`src/rtl/mem_arbiter.sv`:
```
// mem_arbiter: shares one memory port between the fetch and data requesters.
// Define MEM_ARB_FAIRNESS_EN to bound fetch starvation to STARVE_LIMIT data grants.
module mem_arbiter #(
  parameter int ADDR_WIDTH   = 32,
  parameter int DATA_WIDTH   = 32,
  parameter int STARVE_LIMIT = 4
) (
  input  logic                    clk,
  input  logic                    rst_n,
  input  logic                    i_req,
  input  logic [ADDR_WIDTH-1:0]   i_addr,
  output logic                    i_gnt,
  output logic                    i_rvalid,
  output logic [DATA_WIDTH-1:0]   i_rdata,
  input  logic                    d_req,
  input  logic                    d_we,
  input  logic [ADDR_WIDTH-1:0]   d_addr,
  input  logic [DATA_WIDTH-1:0]   d_wdata,
  input  logic [DATA_WIDTH/8-1:0] d_be,
  output logic                    d_gnt,
  output logic                    d_rvalid,
  output logic [DATA_WIDTH-1:0]   d_rdata,
  output logic                    m_req,
  output logic                    m_we,
  output logic [ADDR_WIDTH-1:0]   m_addr,
  output logic [DATA_WIDTH-1:0]   m_wdata,
  output logic [DATA_WIDTH/8-1:0] m_be,
  input  logic                    m_ack,
  input  logic [DATA_WIDTH-1:0]   m_rdata,
  output logic                    busy
);

  typedef enum logic [1:0] {
    IDLE,
    OWN_I,
    OWN_D
  } state_t;

  state_t r_state;
  logic   w_win;
  logic   w_fetch_first;
  logic   w_gnt_i;
  logic   w_gnt_d;

  // Accept window: free port, or the owner completes this cycle.
  assign w_win = rst_n && ((r_state == IDLE) || m_ack);

`ifdef MEM_ARB_FAIRNESS_EN
  localparam int SW = $clog2(STARVE_LIMIT + 1);
  localparam logic [SW-1:0] LIM = SW'(STARVE_LIMIT);

  logic [SW-1:0] r_starve;

  assign w_fetch_first = i_req && (r_starve == LIM);

  always_ff @(posedge clk or negedge rst_n) begin
    if (!rst_n) begin
      r_starve <= '0;
    end else if (!i_req || w_gnt_i) begin
      r_starve <= '0;
    end else if (w_gnt_d && (r_starve != LIM)) begin
      r_starve <= r_starve + SW'(1);
    end
  end
`else
  assign w_fetch_first = 1'b0;
`endif

  assign w_gnt_d  = w_win && d_req && !w_fetch_first;
  assign w_gnt_i  = w_win && i_req && !w_gnt_d;
  assign i_gnt    = w_gnt_i;
  assign d_gnt    = w_gnt_d;

  assign i_rvalid = (r_state == OWN_I) && m_ack;
  assign d_rvalid = (r_state == OWN_D) && m_ack;
  assign i_rdata  = m_rdata;
  assign d_rdata  = m_rdata;
  assign busy     = (r_state != IDLE);

  always_ff @(posedge clk or negedge rst_n) begin
    if (!rst_n) begin
      r_state <= IDLE;
      m_req   <= 1'b0;
      m_we    <= 1'b0;
      m_addr  <= '0;
      m_wdata <= '0;
      m_be    <= '0;
    end else if (w_gnt_d) begin
      r_state <= OWN_D;
      m_req   <= 1'b1;
      m_we    <= d_we;
      m_addr  <= d_addr;
      m_wdata <= d_wdata;
      m_be    <= d_be;
    end else if (w_gnt_i) begin
      r_state <= OWN_I;
      m_req   <= 1'b1;
      m_we    <= 1'b0;
      m_addr  <= i_addr;
      m_be    <= '1;
    end else if (m_ack && (r_state != IDLE)) begin
      r_state <= IDLE;
      m_req   <= 1'b0;
    end
  end

endmodule

```
`config.mk`:
```
export PLATFORM = sky130hd
export DESIGN_NAME = mem_arbiter
export DESIGN_NICKNAME = d
export VERILOG_FILES = /design/src/rtl/mem_arbiter.sv
export SDC_FILE = /design/constraint.sdc
export NUM_CORES = 1
export LEC_CHECK = 0
export BUFFER_PORTS_ARGS = -buffer_cell sky130_fd_sc_hd__buf_2
export CAP_MARGIN = 20
export CELL_PAD_IN_SITES_DETAIL_PLACEMENT = 1
export CELL_PAD_IN_SITES_GLOBAL_PLACEMENT = 1
export CORE_MARGIN = 8
export CORE_UTILIZATION = 26
export CTS_CLUSTER_SIZE = 30
export DETAILED_ROUTE_END_ITERATION = 7
export PLACE_DENSITY_LB_ADDON = 0.12
export SLEW_MARGIN = 10
export SYNTH_ARGS = -nofsm -noshare
export SYNTH_HDL_FRONTEND = slang
export SYNTH_SLANG_ARGS = --single-unit
```
`constraint.sdc`:
```
create_clock -name clk -period 1.58 [get_ports clk]
set_input_delay 0.316 -clock clk [delete_from_list [all_inputs] [get_ports clk]]
set_output_delay 0.316 -clock clk [all_outputs]
set_load 0.01 [all_outputs]
```
==> results.cfg <==
[cts]
ctsHoldBuffers = 0
clk_path_buf_depth = 2
insertion_delay_ps = 340
root_buffer = clkbuf_16
cts_tree = yes
htree_levels = 3
cts_buffers = 9
cts_sinks = 72
clk_pin_slew_ps = 60

[timing]
fin_crit_sh = 1.05
report.final.hold_viol_count = 0
relSlewSlack = 0.664
rsz0062_at_grt = true
setup_ws_ps = -77.8
hold_slack_ps = 76.8
slew_viol_final = 0
skew_ps = 4.73
setup_tns_ps = -735
fmax_mhz = 603
fin_crit_ps = 1660
setup_viol = 34
tightest_slew_ps = 503

[power_and_ir_drop]
internal_power_mw = 4.56
p_leak_nw = 2.17
power_density_nw_per_um2 = 1330
combPwrFrac = 0.226
power_switching_mw = 1.68
pwr-share-seq = 0.380
switching_share = 0.269
max-vdd-ir-drop_mv = 0.401
pwr-share-clk = 0.394

[synthesis]
synth_seq_area_share = 0.510
synth_nets = 415
netlist_instances = 277
netlist_area_sq_um = 3540
ys_seq_elements = 72
yosys_warnings = 0
syn_area_per_cell_sq_um = 12.8
yosys.cell_types.count = 24

[place]
placed_area_sq_um = 4220
place.gp.congestion = 0.688
portBuffers = 180
hpwlAfterDp_um = 8740

[detailed_routing]
drtAntennaViolNets = 0
viasPerCell = 4.60
wl_per_cell_um = 20.9
route.detailed.drc = 0
vias = 2699
firstDrtPassIters = 4
drtIter0Drc = 151
wl_um = 12300

[floorplanning]
core_sq_um = 13200
die_w_um = 133
dieHeight_um = 133
start_util = 0.267
num_rows = 42
die_area_sq_um = 17600
io_pins = 277

[worst_setup_path]
critical_path_required_ps = 1260
critPathMaxFanout = 6
crit_family = flip-flops
startpoint_type = register
reg2reg_from = r_state[1]
critPathArrivalTime_ps = 1340
cp_cell_sequence = o21ba_4 > nor3_2 > buf_2
cp-end-kind = output pin
startpoint = r_state[1]
slowest_stage = dfrtp_2
crit_type = reg -> out
cp_num_buf_inv = 1
max_stage_delay_ps = 450

[global_routing]
antenna_found_initial = 1
grt_pass1_wl_um = 19200
grt_max_degree = 38
track_usage = 0.141
grt_pass1_vias = 3144
grt_overflow = 0

[finish]
fin_nets = 543
area_growth_pct = 33.2
drive_gt1_frac = 0.717
stdcell_area_sq_um = 4710

[min_path]
hold_class = in -> async

[outcome]
status = finished with violations
violations = negative setup slack

[flow_run]
maxCapViolCount = 0
## Yosys cell counts
cell	count	share of area
dfrtp_1	72	0.51
buf_4	68	0.14
mux2_2	32	0.10
o221a_2	32	0.10
or4_1	32	0.068
clkbuf_1	8	0.0085
buf_2	6	0.0085
nand2_1	4	0.0042
o22a_1	4	0.0099
buf_6	3	0.0096
inv_1	2	0.0021
or2_2	2	0.0035
a22o_1	1	0.0025
and2_1	1	0.0018
and3_1	1	0.0018
nand3_2	1	0.0028
nor2b_1	1	0.0018
nor3_1	1	0.0014
nor3b_1	1	0.0021
o21a_1	1	0.0021
o21ai_0	1	0.0014
o21ba_4	1	0.0046
o21bai_2	1	0.0032
o32ai_1	1	0.0025
## final cells by class
type                            count  area (sq um)
Timing Repair Buffer              200          1130
Antenna cell                        1          2.50
Sequential cell                    72          1800
Inverter                            2          10.0
Multi-Input combinational cell    120          1190
Clock inverter                      4          98.8
Fill cell                        1502          8530
Tap cell                          176           220
Clock buffer                       12           256
## layer usage
metal,up-vias,track usage,part of all wire
met5,-,0,0
met2,117,0.223,0.48
met1,1313,0.164,0.41
met4,0,0.0845,0.038
li1,1228,-,-
met3,41,0.0454,0.077
## metrics by stage
stage | power, mW | util | instances | worst slack [ps]
global route | 6.58 | 0.356 | 587 | -139
detailed placement | 3.80 | 0.319 | 561 | -10.2
floorplan | 3.23 | - | 277 | 94.7
finish | 6.24 | 0.356 | 587 | -77.8
CTS | 6.34 | 0.354 | 586 | -98.6
global placement | 3.76 | 0.319 | 561 | 30.0
## state kept, by name, indices dropped and copies added (netlist names)
name and flops:
m_req 1, r_state 2, m_we 1, m_addr 32
m_wdata 32, m_be 4
## layout by cell type, fill, tap and decap left out, types with 2 or more instances in the layout
cell | Yosys | routed
or4_4 | 0 | 3
buf_4 | 68 | 15
buf_6 | 3 | 2
buf_12 | 0 | 5
or4_1 | 32 | 29
or2_2 | 2 | 2
clkbuf_16 | 0 | 9
bufinv_16 | 0 | 3
dfrtp_1 | 72 | 70
o21ba_4 | 1 | 3
o221a_2 | 32 | 32
nand2_1 | 4 | 4
buf_2 | 6 | 178
dfrtp_2 | 0 | 2
o22a_1 | 4 | 4
clkbuf_8 | 0 | 2
mux2_2 | 32 | 32
## power by group through the flow
| stage | registers (mW) | logic, mW | clock network [mW] |
|---|---|---|---|
| after floorplan | 2.57 | 0.662 | 0 |
| after global placement | 2.39 | 1.37 | 0 |
| after detailed placement | 2.40 | 1.40 | 0 |
| after CTS | 2.37 | 1.45 | 2.51 |
| after global routing | 2.43 | 1.55 | 2.60 |
| final | 2.37 | 1.41 | 2.46 |
## worst paths after layout
kind,depth (start not counted),slack [ps],to
max,3,-80,i_gnt
max reg2reg,4,-40,m_addr[3]
min reg2reg,2,480,m_req
min in group clk,2,200,m_we
max in group asynchronous,2,1130,m_addr[4]
min,2,80,m_we
## cell families after synthesis
logic type             synth area share
multiplexers                      0.102
AO/OA/AOI/OAI                     0.128
buffers and inverters             0.173
AND/OR/NAND/NOR                  0.0874
flip-flops                        0.510
## what timing repair did
action	in CTS	in global routing
setup endpoints to repair	29	37
gates cloned	2	0
resized for setup	10	4
pin swaps	5	2
endpoints found under the hold margin	0	0
setup buffers	7	0
(Power assumes the default switching activity.)
